**src/rtl/counter_sequencer.sv**
```systemverilog
// counter_sequencer
//   Sequences an external 8-bit EN/CLR/OV counter through programmable count
//   runs. A start request latches mode, terminal count and prescale. The
//   counter is then cleared and its enable is paced through the prescaler
//   until the counter reaches the latched terminal value. One-shot runs end
//   with a done pulse. Periodic runs clear the counter and start again.
//
// Ports
//   clk, Reset              system clock, synchronous active-low reset
//   start, stop             run request (IDLE only) / abort (CLEAR, RUN)
//   mode, terminal, prescale run configuration, latched at start
//   counter_in, ov_in       value and overflow flag of the controlled counter
//   cnt_en, cnt_clr         counter EN / CLR
//   busy, done, tick        status: run active, one-shot complete, terminal event
//   periods                 terminal events since last start (wraps)
//   ov_err                  sticky: overflow seen while running
//
// state | meaning
// IDLE  | waiting for start; counter untouched
// CLEAR | counter cleared, prescaler reset
// RUN   | enable paced by prescaler until counter == terminal
// DONE  | one-shot complete, done pulse
module counter_sequencer #(
  parameter int WIDTH = 8,
  parameter int PS_W  = 4
) (
  input  logic             clk,
  input  logic             Reset,
  input  logic             start,
  input  logic             stop,
  input  logic             mode,
  input  logic [WIDTH-1:0] terminal,
  input  logic [PS_W-1:0]  prescale,
  input  logic [WIDTH-1:0] counter_in,
  input  logic             ov_in,
  output logic             cnt_en,
  output logic             cnt_clr,
  output logic             busy,
  output logic             done,
  output logic             tick,
  output logic [WIDTH-1:0] periods,
  output logic             ov_err
);

  typedef enum logic [1:0] {IDLE, CLEAR, RUN, DONE} state_t;

  state_t           state;
  logic             mode_l;
  logic [WIDTH-1:0] term_l;
  logic [PS_W-1:0]  pre_l;
  logic [PS_W-1:0]  pre;

  logic in_run;
  logic at_term;
  logic pre_hit;

  assign in_run  = (state == RUN);
  assign at_term = (counter_in == term_l);
  assign pre_hit = (pre == pre_l);

  // Enable and tick must react to stop/ov_in within the same cycle, so they
  // are decoded combinationally from the registered state.
  assign cnt_en  = in_run && pre_hit && !at_term && !stop && !ov_in;
  assign tick    = in_run && at_term && !stop && !ov_in;
  assign cnt_clr = (state == CLEAR);
  assign busy    = (state != IDLE);
  assign done    = (state == DONE);

  always_ff @(posedge clk) begin
    if (!Reset) begin
      state   <= IDLE;
      mode_l  <= 1'b0;
      term_l  <= '0;
      pre_l   <= '0;
      pre     <= '0;
      periods <= '0;
      ov_err  <= 1'b0;
    end else begin
      case (state)
        IDLE: begin
          if (start) begin
            mode_l  <= mode;
            term_l  <= terminal;
            pre_l   <= prescale;
            periods <= '0;
            ov_err  <= 1'b0;
            state   <= CLEAR;
          end
        end
        CLEAR: begin
          pre   <= '0;
          state <= stop ? IDLE : RUN;
        end
        RUN: begin
          pre <= pre_hit ? '0 : pre + 1'b1;
          // Overflow outranks stop, which outranks the terminal event.
          if (ov_in) begin
            ov_err <= 1'b1;
            state  <= IDLE;
          end else if (stop) begin
            state <= IDLE;
          end else if (at_term) begin
            periods <= periods + 1'b1;
            state   <= mode_l ? CLEAR : DONE;
          end
        end
        DONE: state <= IDLE;
        default: state <= IDLE;
      endcase
    end
  end

endmodule
```
**config.mk**
```make
export PLATFORM = sky130hd
export DESIGN_NAME = counter_sequencer
export DESIGN_NICKNAME = d
export VERILOG_FILES = /design/src/rtl/counter_sequencer.sv
export SDC_FILE = /design/constraint.sdc
export NUM_CORES = 1
export LEC_CHECK = 0
export ABC_AREA = 1
export BUFFER_PORTS_ARGS = -buffer_cell sky130_fd_sc_hd__buf_4
export CORE_MARGIN = 2
export CORE_UTILIZATION = 56
export DETAILED_ROUTE_END_ITERATION = 10
export PLACE_DENSITY_LB_ADDON = 0.08
export RECOVER_POWER = 25
export SYNTH_ARGS = -nofsm -noshare
export SYNTH_HDL_FRONTEND = slang
export SYNTH_SLANG_ARGS = --single-unit
```
**constraint.sdc**
```tcl
create_clock -name clk -period 4.6 [get_ports clk]
set_input_delay 0.69 -clock clk [delete_from_list [all_inputs] [get_ports clk]]
set_output_delay 0.69 -clock clk [all_outputs]
set_load 0.005 [all_outputs]
```
## Word-level counts from Yosys, hierarchy flattened

Index checks and enable logic that the tools add are counted.

- Multiplexer cells: 17
- $add $sub $neg: 2
- Reductions and logical operators: 18
- Equal/unequal tests: 11

Operators by type and width:

| cell | count |
|---|---|
| $mux W8 | 4 |
| $pmux W8 S2 | 1 |
| $mux W2 | 6 |
| $add A8 B1 Y8 const B | 1 |
| $eq A8 B8 Y1 | 1 |
| $ne A2 B2 Y1 const B | 4 |
| $pmux W2 S4 | 1 |
| $pmux W4 S2 | 1 |
| $logic_and A1 B1 Y1 | 7 |
| $reduce_bool A2 Y1 | 3 |
| $reduce_and A5 Y1 | 1 |
| $add A4 B1 Y4 const B | 1 |
| $eq A2 B2 Y1 const B | 2 |
| $eq A4 B4 Y1 | 1 |
| $mux W4 | 1 |
| $ne A4 B3 Y1 const B | 1 |
| $reduce_and A2 Y1 | 2 |
| $logic_not A1 Y1 | 3 |
| $reduce_and A3 Y1 | 1 |
| $eq A2 B1 Y1 const B | 1 |
| $logic_not A2 Y1 | 1 |
| $mux W1 | 2 |
| $ne A2 B1 Y1 const B | 1 |
| $pmux W1 S2 | 1 |

- Input port bits: 26
- Logic and storage cells: 55
- Register bits: 28

## Depth between registers and ports, before layout

Gate-level depths: netlist of the first run.

- Depth in word-level cells: 5
- Gate-level depth with buffers: 12
- Mapped depth without buffers: 10

## Least setup slack after synthesis of the first run

OpenSTA, ideal clock, no wires.

- Path type: reg-to-output
- Start point: register state[0]
- End point: output cnt_en
- Buffers on the path: 1
- Data required time: 3910 ps
- Slack: 2674 ps
- Cell stages (with the launch flop): 9
- Arrival: 1236 ps
- Path through: dfxtp_1 inv_1 ha_1 buf_6 inv_4 or2_4 nor2_4 nand2_1 nor2_1

- Word-level cells in the longest chain between the ends: 5

Ends and longest elaborated chain:

| item | line | source |
|---|---|---|
| start, declared | 47 | `state_t state;` |
| start signal, assigned | 92 | `state <= stop ? IDLE : RUN;` |
| start signal, assigned | 104 | `state <= mode_l ? CLEAR : DONE;` |
| $eq A2 B2 Y1 | 57 | `assign in_run = (state == RUN);` |
| via in_run | 53 | `logic in_run;` |
| $logic_and A1 B1 Y1 (4 in series) | 63 | `assign cnt_en = in_run && pre_hit && !at_term && !stop && !ov_in;` |
| end, declared | 36 | `output logic cnt_en,` |

The timed path passes the listed nets, and every way through them passes these cells.

## Final worst setup path of the first run

Same ends and word-level chain as after synthesis.

==> summary.md, run 1 <==
| Metric | Value |
|---|---|
| Die ar. | `3140 sq um` |
| Top cell type's share of synthesized area | `36.9%` |
| Total number of yosys warnings | `0` |
| TritonCTS Buffers | `3` |
| Mean Syn Cell Area | `6.93 sq um` |
| Most area-hungry cell type in the Yosys netlist | `dfxtp_1` |
| Synth Area in Compound Gates | `15.1%` |
| Die height | `56.1 microns` |
| Area Overhead vs Synth | `19.7%` |
| Xor/xnor cell area share of the yosys netlist | `4.62%` |
| # IOs | `40` |
| DR WL/cell | `11.3 microns` |
| EDFF count, synth | `0` |
| Inst Count DP | `279` |
| Root buffer cell | `clkbuf_4` |
| Relative slew slack | `64.6%` |
| Clock buffer depth | `2` |
| Port Buffers | `39` |
| DP Worst Slack | `2.33 ns` |
| Antenna Cells | `0` |
| Remaining global-route overflow | `0` |
| Min cycle time layout | `2.62 ns` |
| Half-perimeter wire length after placement | `2390 microns` |
| DRC Markers | `0` |
| Post-DP Area | `1790 sq um` |
| Total Routed Length | `3190 microns` |
| Status | `finished clean` |
| Post-Syn Area | `1520 sq um` |
| Final Cell Area | `1820 sq um` |
| Top post-synthesis cells by area | `dfxtp_1, nand2_1, nor2_1` |
| Initial core utilization | `60.2%` |
| Routability congestion estimate | `0.819` |
| Worst Path Arrival | `1.93 ns` |
| CORE AREA | `2520 sq um` |
| Pre-Repair DR Iteration Count | `4` |
| # resized after CTS | `0` |
| Register area share after synthesis | `36.9%` |
| CTS Sinks | `28` |
| Simple logic cell fraction of the synthesized area | `29.5%` |
| Max VDD drop | `204 uV` |
| Met3 WL | `184 microns` |
| Routed Antenna Nets | `0` |
| Leak Pwr | `0.804 nW` |
| Largest family of logic cells by synthesized area | `simple AND/OR/NAND/NOR gates` |
| Met1 WL | `1430 microns` |
| Setup slack after layout | `1.98 ns` |
| Initial antenna violation count | `0` |
| Crit-path max FO | `8` |
| Fillers | `234` |
| Final Hold Fails | `0` |
| Cell Pwr Density | `269 nW/um^2` |
| Cell with the most instances after synthesis | `nand2_1` |
| Crit-path max cell delay | `0.36 ns` |
| Die extent in x | `56.1 microns` |
| Max Fclk | `0.382 GHz` |
| Async S/R FF share, synth | `0%` |
| Uppermost layer routed | `met4` |
| FF+latch count, synth | `28` |
| CP max-delay cell | `dfxtp_1` |
| Post-Syn Instances | `219` |
| Ys flop type | `dfxtp_1` |
| Mux cell area share after synthesis | `0%` |
| Layout cell share with drive strength beyond 1 | `19.4%` |
| Largest net degree at the start of global routing | `21` |
| Hold Crit Class | `register to register` |
| Most common library cells after synthesis | `nand2_1, nor2_1, dfxtp_1, a21oi_1` |
| Adder-Cell Fraction of Synth Area | `4.95%` |
| Met2 wire len | `1550 microns` |
| Req. time, crit path | `3.91 ns` |
| Max-slew violation count | `0` |
| Critical Path End Type | `output port` |
| # rows | `18` |
| First-pass GRT wire length | `5290 microns` |
| Postcts setup bufs | `0` |
| Period utilization | `56.9%` |
| Total GRT Usage | `20.6%` |
| H-Tree Depth | `1` |
| RSZ-0062 raised after global routing | `no` |
| Via count | `1479` |
| WS Path Type | `register to output port` |
| Starting DRT DRC Count | `39` |
| # setup viols final | `0` |
| CTS tree | `yes` |
| Post-synth cell types | `26` |
| Setup TNS | `0 ns` |
| Non-Filler Instances | `282` |
| Skew final | `0.00868 ns` |
| Hold Buf Count CTS | `0` |
| Reg clk slew, reported paths | `0.15 ns` |
| Slew @ Worst Pin | `0.530 ns` |
| Cells along the critical path | `inv_1, ha_1, inv_4, or2_4, nor2_4, nand2_1, nor2_1, buf_4` |
| Vias per inst | `5.24` |
| Worst skew pair latency | `0.33 ns` |
| Crit start category | `register` |
| Vias in the first global route | `1275` |
| Net Count, Synth | `251` |
| Max-Cap Viols | `0` |
| Final #Nets | `286` |
## worst max-delay path: cells and delay by family (launching register included)
family                   cells  cell delay (ns)
adder cells (fa/ha/maj)      1             0.36
buffers and inverters        3             0.31
flip-flops                   1             0.36
AND/OR/NAND/NOR              4             0.57
## flip-flops by register name, summed over array words and instances (netlist names)
register / flops
periods: 8
pre_l: 4
state: 2
ov_err: 1
mode_l: 1
term_l: 8
pre: 4
## layer usage
metal / up-vias / global-route usage (%)
met5: - / 0
met4: 0 / 5.44
met3: 2 / 4.19
met2: 41 / 35.5
met1: 668 / 26.0
li1: 768 / -
## kinds of logic (layout without fill, tap and decap cells)
logic type                 Yosys count  count (layout)
and+or+nand+nor                    103             103
xor gates and xnor gates             8               8
adders and majority gates            6               6
buffers and inverters               30              63
AOI/OAI and AO/OA                   44              44
DFF                                 28              28
## area by class of cell
cell class,instances,area (sq um),share of cell area [%]
multi-input combinational,161,822,45.2
sequential,28,561,30.9
timing repair buffer,39,293,16.1
inverter,21,81.3,4.48
tap,30,37.5,2.07
clock buffer,3,22.5,1.24
## report_power, final
part	internal [W]	switching (W)
sequential	0.000260	0.0000124
clock	0.0000308	0.0000713
combinational	0.0000517	0.0000625
total	0.000343	0.000146
## per-stage QoR
stage	total power (W)	util (%)	hold WS [ns]
2_1_floorplan	0.000353	-	0.444
3_3_place_gp	0.000389	71.1	0.455
3_5_place_dp	0.000392	71.1	0.463
4_1_cts	0.000492	72.0	0.484
5_1_grt	0.000516	72.0	0.508
6_report	0.000489	72.0	0.481
## cells in the final DEF (no fill, tap or decap), types with 2 or more instances in the layout
cell type / n
nor3b_1: 2
nand3_1: 12
a21oi_1: 22
nand4_1: 3
ha_1: 6
o21ai_0: 18
inv_1: 18
xnor2_1: 7
o21bai_1: 2
nor2_1: 35
buf_4: 33
clkbuf_4: 9
nand2_1: 45
or2_2: 2
dfxtp_1: 28
clkinv_1: 2
## worst paths after layout
check | from | end | slack, ns | cells after the start
setup reg to reg | state[1] | ov_err | 2.63 | 5
hold / removal | term_l[7] | term_l[7] | 0.48 | 2
setup / recovery | state[0] | cnt_en | 1.98 | 8
hold reg to reg | term_l[7] | term_l[7] | 0.48 | 2
Power figures use the tool's default switching activity.
==> run 2: changes to the inputs <==
- CORE_UTILIZATION: 56 -> 52
- clock period: 4.6 -> 2.57 ns (I/O delays scaled with it)
==> run 2 against run 1 <==
Effect of this change:
- clock skew fell by 0.0065 ns
- final cell count is 1.1% higher
- hold slack worse by 0.19 ns
- sequential cell count is the same
- via count down 1.7%
- critical path type unchanged
- combinational power is 79% higher
- first-iteration DRC count increased by 49%
- clock-buffer cell count up 1
- global-route usage decreased by 0.39 points
- highest routed layer unchanged
- clock power is 110% higher
- die area is 7.1% higher
==> summary.md, run 2 (synthesis gave the netlist of run 1 again) <==
| Metric | Value |
|---|---|
| # setup viols final | `0 (unchanged)` |
| Worst skew pair latency | `0.33 ns (about the same)` |
| Hold Crit Class | `primary input to register` |
| Final #Nets | `287 (+0.35%)` |
| Uppermost layer routed | `met4` |
| Setup TNS | `0 ns (unchanged)` |
| Worst reg2reg startpoint | `state[0]` |
| WS Path Type | `register to output port` |
| CTS Sinks | `28 (unchanged)` |
| Layout cell share with drive strength beyond 1 | `20.1% (+0.63 points)` |
| Worst Reg-to-Reg Cells | `10 (+5)` |
| Initial core utilization | `55.0% (-5.1 points)` |
| Pre-Repair DR Iteration Count | `4 (unchanged)` |
| Max VDD drop | `385 uV (+88%)` |
| Antenna Cells | `0 (unchanged)` |
| Via count | `1454 (-1.7%)` |
| Final Hold Fails | `0 (unchanged)` |
| Most frequent cells in the layout | `nand2_1, nor2_1, buf_4` |
| Post-DP Area | `1800 sq um (+0.49%)` |
| DP Worst Slack | `0.623 ns (-1.70 ns)` |
| Met3 WL | `125 microns (-32%)` |
| Crit-path max FO | `8 (unchanged)` |
| Largest registers | `periods x8, term_l x8` |
| Cell Pwr Density | `495 nW/um^2 (+84%)` |
| Hold_sp | `terminal[3]` |
| CORE AREA | `2760 sq um (+9.3%)` |
| Req. time, crit path | `2.18 ns (-1.73 ns)` |
| Hold Buf Count CTS | `0 (unchanged)` |
| Max-slew violation count | `0 (unchanged)` |
| # resized after CTS | `0 (unchanged)` |
| Worst setup path endpoint | `cnt_en` |
| CTS tree | `yes` |
| Die extent in x | `58.0 microns (+3.5%)` |
| Routed Antenna Nets | `0 (unchanged)` |
| # IOs | `40 (unchanged)` |
| Reg clk slew, reported paths | `0.15 ns (about the same)` |
| H-Tree Depth | `1 (unchanged)` |
| Remaining global-route overflow | `0 (unchanged)` |
| DR WL/cell | `10.8 microns (-4.5%)` |
| RSZ-0062 raised after global routing | `no` |
| Status | `finished clean` |
| Initial antenna violation count | `0 (unchanged)` |
| Relative slew slack | `78.4% (+14 points)` |
| Period utilization | `90.5%` |
| Setup slack after layout | `0.243 ns (-1.74 ns)` |
| Total Routed Length | `3080 microns (-3.5%)` |
| Worst R2R Setup Slack | `0.64 ns (-1.99 ns)` |
| Root buffer cell | `clkbuf_4` |
| Total GRT Usage | `20.2% (-0.39 points)` |
| Max-Cap Viols | `0 (unchanged)` |
| Final Cell Area | `1840 sq um (+1.2%)` |
| Routability congestion estimate | `0.844 (+3.1%)` |
| Postcts setup bufs | `0 (unchanged)` |
| Commonest non-fill, non-tap cell in the layout | `nand2_1` |
| Met2 wire len | `1460 microns (-5.7%)` |
| Clock buffer depth | `2 (unchanged)` |
| First-pass GRT wire length | `5420 microns (+2.3%)` |
| Die ar. | `3370 sq um (+7.1%)` |
| TritonCTS Buffers | `3 (unchanged)` |
| # rows | `19 (+1)` |
| Crit start category | `register` |
| Area Overhead vs Synth | `21.2%` |
| Max Fclk | `0.430 GHz` |
| Fin util | `66.7% (-5.3 points)` |
| Die height | `58.0 microns (+3.5%)` |
| DRC Markers | `0 (unchanged)` |
| Reg-to-Reg End | `periods[3]` |
| Starting DRT DRC Count | `58 (+49%)` |
| Skew final | `0.00220 ns (-0.00648 ns)` |
| Worst Path Arrival | `1.94 ns (about the same)` |
| Largest net degree at the start of global routing | `21 (unchanged)` |
| Vias in the first global route | `1330 (+4.3%)` |
| Half-perimeter wire length after placement | `2380 microns (-0.39%)` |
| Leak Pwr | `0.814 nW (+1.3%)` |
| Min cycle time layout | `2.33 ns` |
| Crit path from | `state[0]` |
| Vias per inst | `5.10 (-2.7%)` |
| Slew @ Worst Pin | `0.324 ns (-0.206 ns)` |
| Critical Path End Type | `output port` |
| Met1 WL | `1450 microns (+1.3%)` |
| Port Buffers | `39 (unchanged)` |
## run 2: cell count changes in the layout (fill, tap and decap cells not counted), sizes merged
cell and change:
buf -2, clkbuf +4
## run 2: through the flow
stage	std cells	hold slack (ns)	power, W
6_report	285	0.290	0.000911
5_1_grt	285	0.301	0.000962
4_1_cts	285	0.289	0.000919
3_5_place_dp	281	0.461	0.000702
3_3_place_gp	281	0.456	0.000699
2_1_floorplan	219	0.444	0.000631
## run 2: cell type report
class                      count  area (sq um)
timing repair buffer          40           300
fill                         269           918
sequential                    28           561
tap                           31          38.8
multi-input combinational    161           822
clock buffer                   4          36.3
inverter                      21          81.3
## run 2: how the worst min path moves through the flow
| stage | end | cells past startpoint |
|---|---|---|
| after floorplan | term_l[0] | 2 |
| after global placement | term_l[5] | 2 |
| after detailed placement | term_l[1] | 2 |
| after CTS | term_l[3] | 3 |
| after global routing | term_l[6] | 3 |
| final | term_l[3] | 3 |
## run 2: layer usage
metal	vias to the layer above	GRT usage [%]
met5	-	0
met4	0	8.97
met3	6	3.35
met2	29	33.9
met1	642	25.4
li1	777	-
## run 2: worst max-delay path, cell delays in order (launching register included)
cell     delay, ns
dfxtp_1       0.36
inv_1         0.10
ha_1          0.36
inv_4         0.09
or2_4         0.26
nor2_4        0.11
nand2_1       0.10
nor2_1        0.11
buf_4         0.12
## run 2: where the power goes
group | switching (W) | internal, W | leakage, nW | total (W)
clock | 0.000132 | 0.0000868 | 0.0210 | 0.000219
combinational | 0.000110 | 0.0000941 | 0.563 | 0.000204
sequential | 0.0000225 | 0.000465 | 0.230 | 0.000488
total | 0.000265 | 0.000646 | 0.814 | 0.000911
==> run 3: changes to the inputs <==
--- a/config.mk
+++ b/config.mk
@@ -9,4 +9,6 @@
 export BUFFER_PORTS_ARGS = -buffer_cell sky130_fd_sc_hd__buf_4
+export CELL_PAD_IN_SITES_DETAIL_PLACEMENT = 0
+export CELL_PAD_IN_SITES_GLOBAL_PLACEMENT = 1
 export CORE_MARGIN = 2
-export CORE_UTILIZATION = 52
+export CORE_UTILIZATION = 36
 export DETAILED_ROUTE_END_ITERATION = 10
==> constraint.sdc (replaced) <==
create_clock -name clk -period 2.57 [get_ports clk]
set_input_delay 0.514 -clock clk [delete_from_list [all_inputs] [get_ports clk]]
set_output_delay 0.514 -clock clk [all_outputs]
set_load 0.005 [all_outputs]
==> run 3 against run 2 <==
Effect of this change:
- fmax rose by 0.43%
- register-to-register slack improved by 0.06 ns
- clock power is 61% higher
- combinational power up 2%
- core utilization down 20 points
- final area is 3.3% higher
- sequential cell count is the same
- first-iteration DRC count rose by 31%
- final cell count up 6.7%
- routed wire length grew 13%
- critical path type unchanged
- critical endpoint unchanged
- largest power group unchanged
==> summary.md, run 3 (synthesis gave the netlist of run 1 again) <==
| Metric | Value |
|---|---|
| Status | `finished clean` |
| Clock buffer depth | `2 (unchanged)` |
| Max-slew violation count | `0 (unchanged)` |
| Remaining global-route overflow | `0 (unchanged)` |
| Half-perimeter wire length after placement | `2560 microns (+7.8%)` |
| Port Buffers | `39 (unchanged)` |
| First-pass GRT wire length | `5690 microns (+5.0%)` |
| Antenna Cells | `0 (unchanged)` |
| Multi-input gate area | `825 sq um (+0.30%)` |
| CTS Sinks | `28 (unchanged)` |
| # IOs | `40 (unchanged)` |
| DR WL/cell | `11.4 microns (+5.5%)` |
| Hold Crit Class | `register to register` |
| Die height | `68.9 microns (+19%)` |
| Postcts setup bufs | `0 (unchanged)` |
| Root buffer cell | `clkbuf_8` |
| Crit-path max FO | `8 (unchanged)` |
| Reg clk slew, reported paths | `0.10 ns (-0.05 ns)` |
| Most frequent cells in the layout | `nand2_1, nor2_1, buf_4` |
| Largest registers | `periods x8, term_l x8` |
| Setup TNS | `0 ns (unchanged)` |
| Fillers | `425 (+58%)` |
| Via count | `1454 (unchanged)` |
| Leak Pwr | `0.827 nW (+1.7%)` |
| # rows | `23 (+4)` |
| Vias in the first global route | `1359 (+2.2%)` |
| RSZ-0062 raised after global routing | `no` |
| Commonest non-fill, non-tap cell in the layout | `nand2_1` |
| Cell Pwr Density | `552 nW/um^2 (+11%)` |
| CTS tree | `yes` |
| Die ar. | `4750 sq um (+41%)` |
| Period utilization | `90.2% (-0.39 points)` |
| Final #Nets | `287 (unchanged)` |
| CORE AREA | `4030 sq um (+46%)` |
| Layout cell share with drive strength beyond 1 | `20.5% (+0.39 points)` |
| Worst R2R Setup Slack | `0.70 ns (+0.06 ns)` |
| Pre-Repair DR Iteration Count | `4 (unchanged)` |
| H-Tree Depth | `1 (unchanged)` |
| Initial core utilization | `37.7% (-17 points)` |
| Slew @ Worst Pin | `0.306 ns (-0.0177 ns)` |
| Total GRT Usage | `16.1% (-4.1 points)` |
| Final Hold Fails | `0 (unchanged)` |
| Skew final | `0.00545 ns (+0.00325 ns)` |
| Storage element area | `561 sq um (unchanged)` |
| Critical Path End Type | `output port` |
| Initial antenna violation count | `0 (unchanged)` |
| Vias per inst | `4.78 (-6.2%)` |
| Hold Buf Count CTS | `0 (unchanged)` |
| Final Power | `0.00105 W (+15%)` |
| # resized after CTS | `0 (unchanged)` |
| Max-Cap Viols | `0 (unchanged)` |
| WS Path Type | `register to output port` |
| Total Routed Length | `3470 microns (+13%)` |
| DRC Markers | `0 (unchanged)` |
| Routed Antenna Nets | `0 (unchanged)` |
| Max Fclk | `0.432 GHz (+0.43%)` |
| Min cycle time layout | `2.32 ns (-0.00996 ns)` |
| Die extent in x | `68.9 microns (+19%)` |
| Worst Path Arrival | `1.80 ns (-0.14 ns)` |
| Req. time, crit path | `2.06 ns (-0.12 ns)` |
| Crit start category | `register` |
| TritonCTS Buffers | `3 (unchanged)` |
| Max VDD drop | `304 uV (-21%)` |
| Routability congestion estimate | `0.793 (-6.1%)` |
| Hold Slack | `0.472 ns (+0.183 ns)` |
| Starting DRT DRC Count | `76 (+31%)` |
| # setup viols final | `0 (unchanged)` |
| Area Overhead vs Synth | `25.2%` |
| Worst skew pair latency | `0.28 ns (-0.05 ns)` |
| Largest net degree at the start of global routing | `21 (unchanged)` |
| Relative slew slack | `79.6% (+1.2 points)` |
[run 3: cell count changes in the layout (fill, tap and decap cells not counted), sizes merged]
cell / previous run / this run
clkbuf: 13 / 11
buf: 31 / 32
bufinv: 0 / 1
[run 3: layout make-up]
| class | count | share of cell area (%) |
|---|---|---|
| multi-input cells | 161 | 43.4 |
| flip-flops and latches | 28 | 29.5 |
| repair buffers | 40 | 15.8 |
| inverters | 21 | 4.28 |
| well taps | 50 | 3.29 |
| clock buffers | 3 | 2.17 |
| clock inverters | 1 | 1.58 |
[run 3: layer usage]
| metal | vias to the layer above | global-route usage, % | part of all wire [%] |
|---|---|---|---|
| li1 | 779 | - | - |
| met1 | 642 | 19.3 | 48 |
| met2 | 31 | 29.0 | 47 |
| met3 | 2 | 4.22 | 4.6 |
| met4 | 0 | 2.94 | 0.49 |
| met5 | - | 0 | 0 |
[run 3: report_power, final]
part	switching [W]	internal, W	total [W]
clock network	0.000144	0.000209	0.000353
registers	0.0000222	0.000465	0.000487
logic	0.000114	0.0000942	0.000208
total	0.000280	0.000768	0.00105
[run 3: critical path, stage by stage (launching register included)]
cell and delay [ns]:
dfxtp_1 0.35, inv_1 0.10, ha_2 0.30, inv_4 0.08, or2_4 0.25, nor2_4 0.11, nand2_1 0.11, nor2_1 0.11
buf_4 0.12
[run 3: final timing paths]
path,cells after the start,to,from
setup / recovery,8,cnt_en,state[0]
hold / removal,2,term_l[7],term_l[7]
setup reg to reg,10,periods[2],state[0]
hold reg to reg,2,term_l[7],term_l[7]
[run 3: stage by stage]
stage / utilization (%) / area [sq um] / instances / worst slack [ns]
finish: 47.2 / 1900 / 304 / 0.253
global route: 47.2 / 1900 / 304 / 0.0792
CTS: 47.1 / 1900 / 304 / 0.113
detailed placement: 45.3 / 1830 / 300 / 0.450
global placement: 45.3 / 1830 / 300 / 0.501
floorplan: - / 1520 / 219 / 0.820
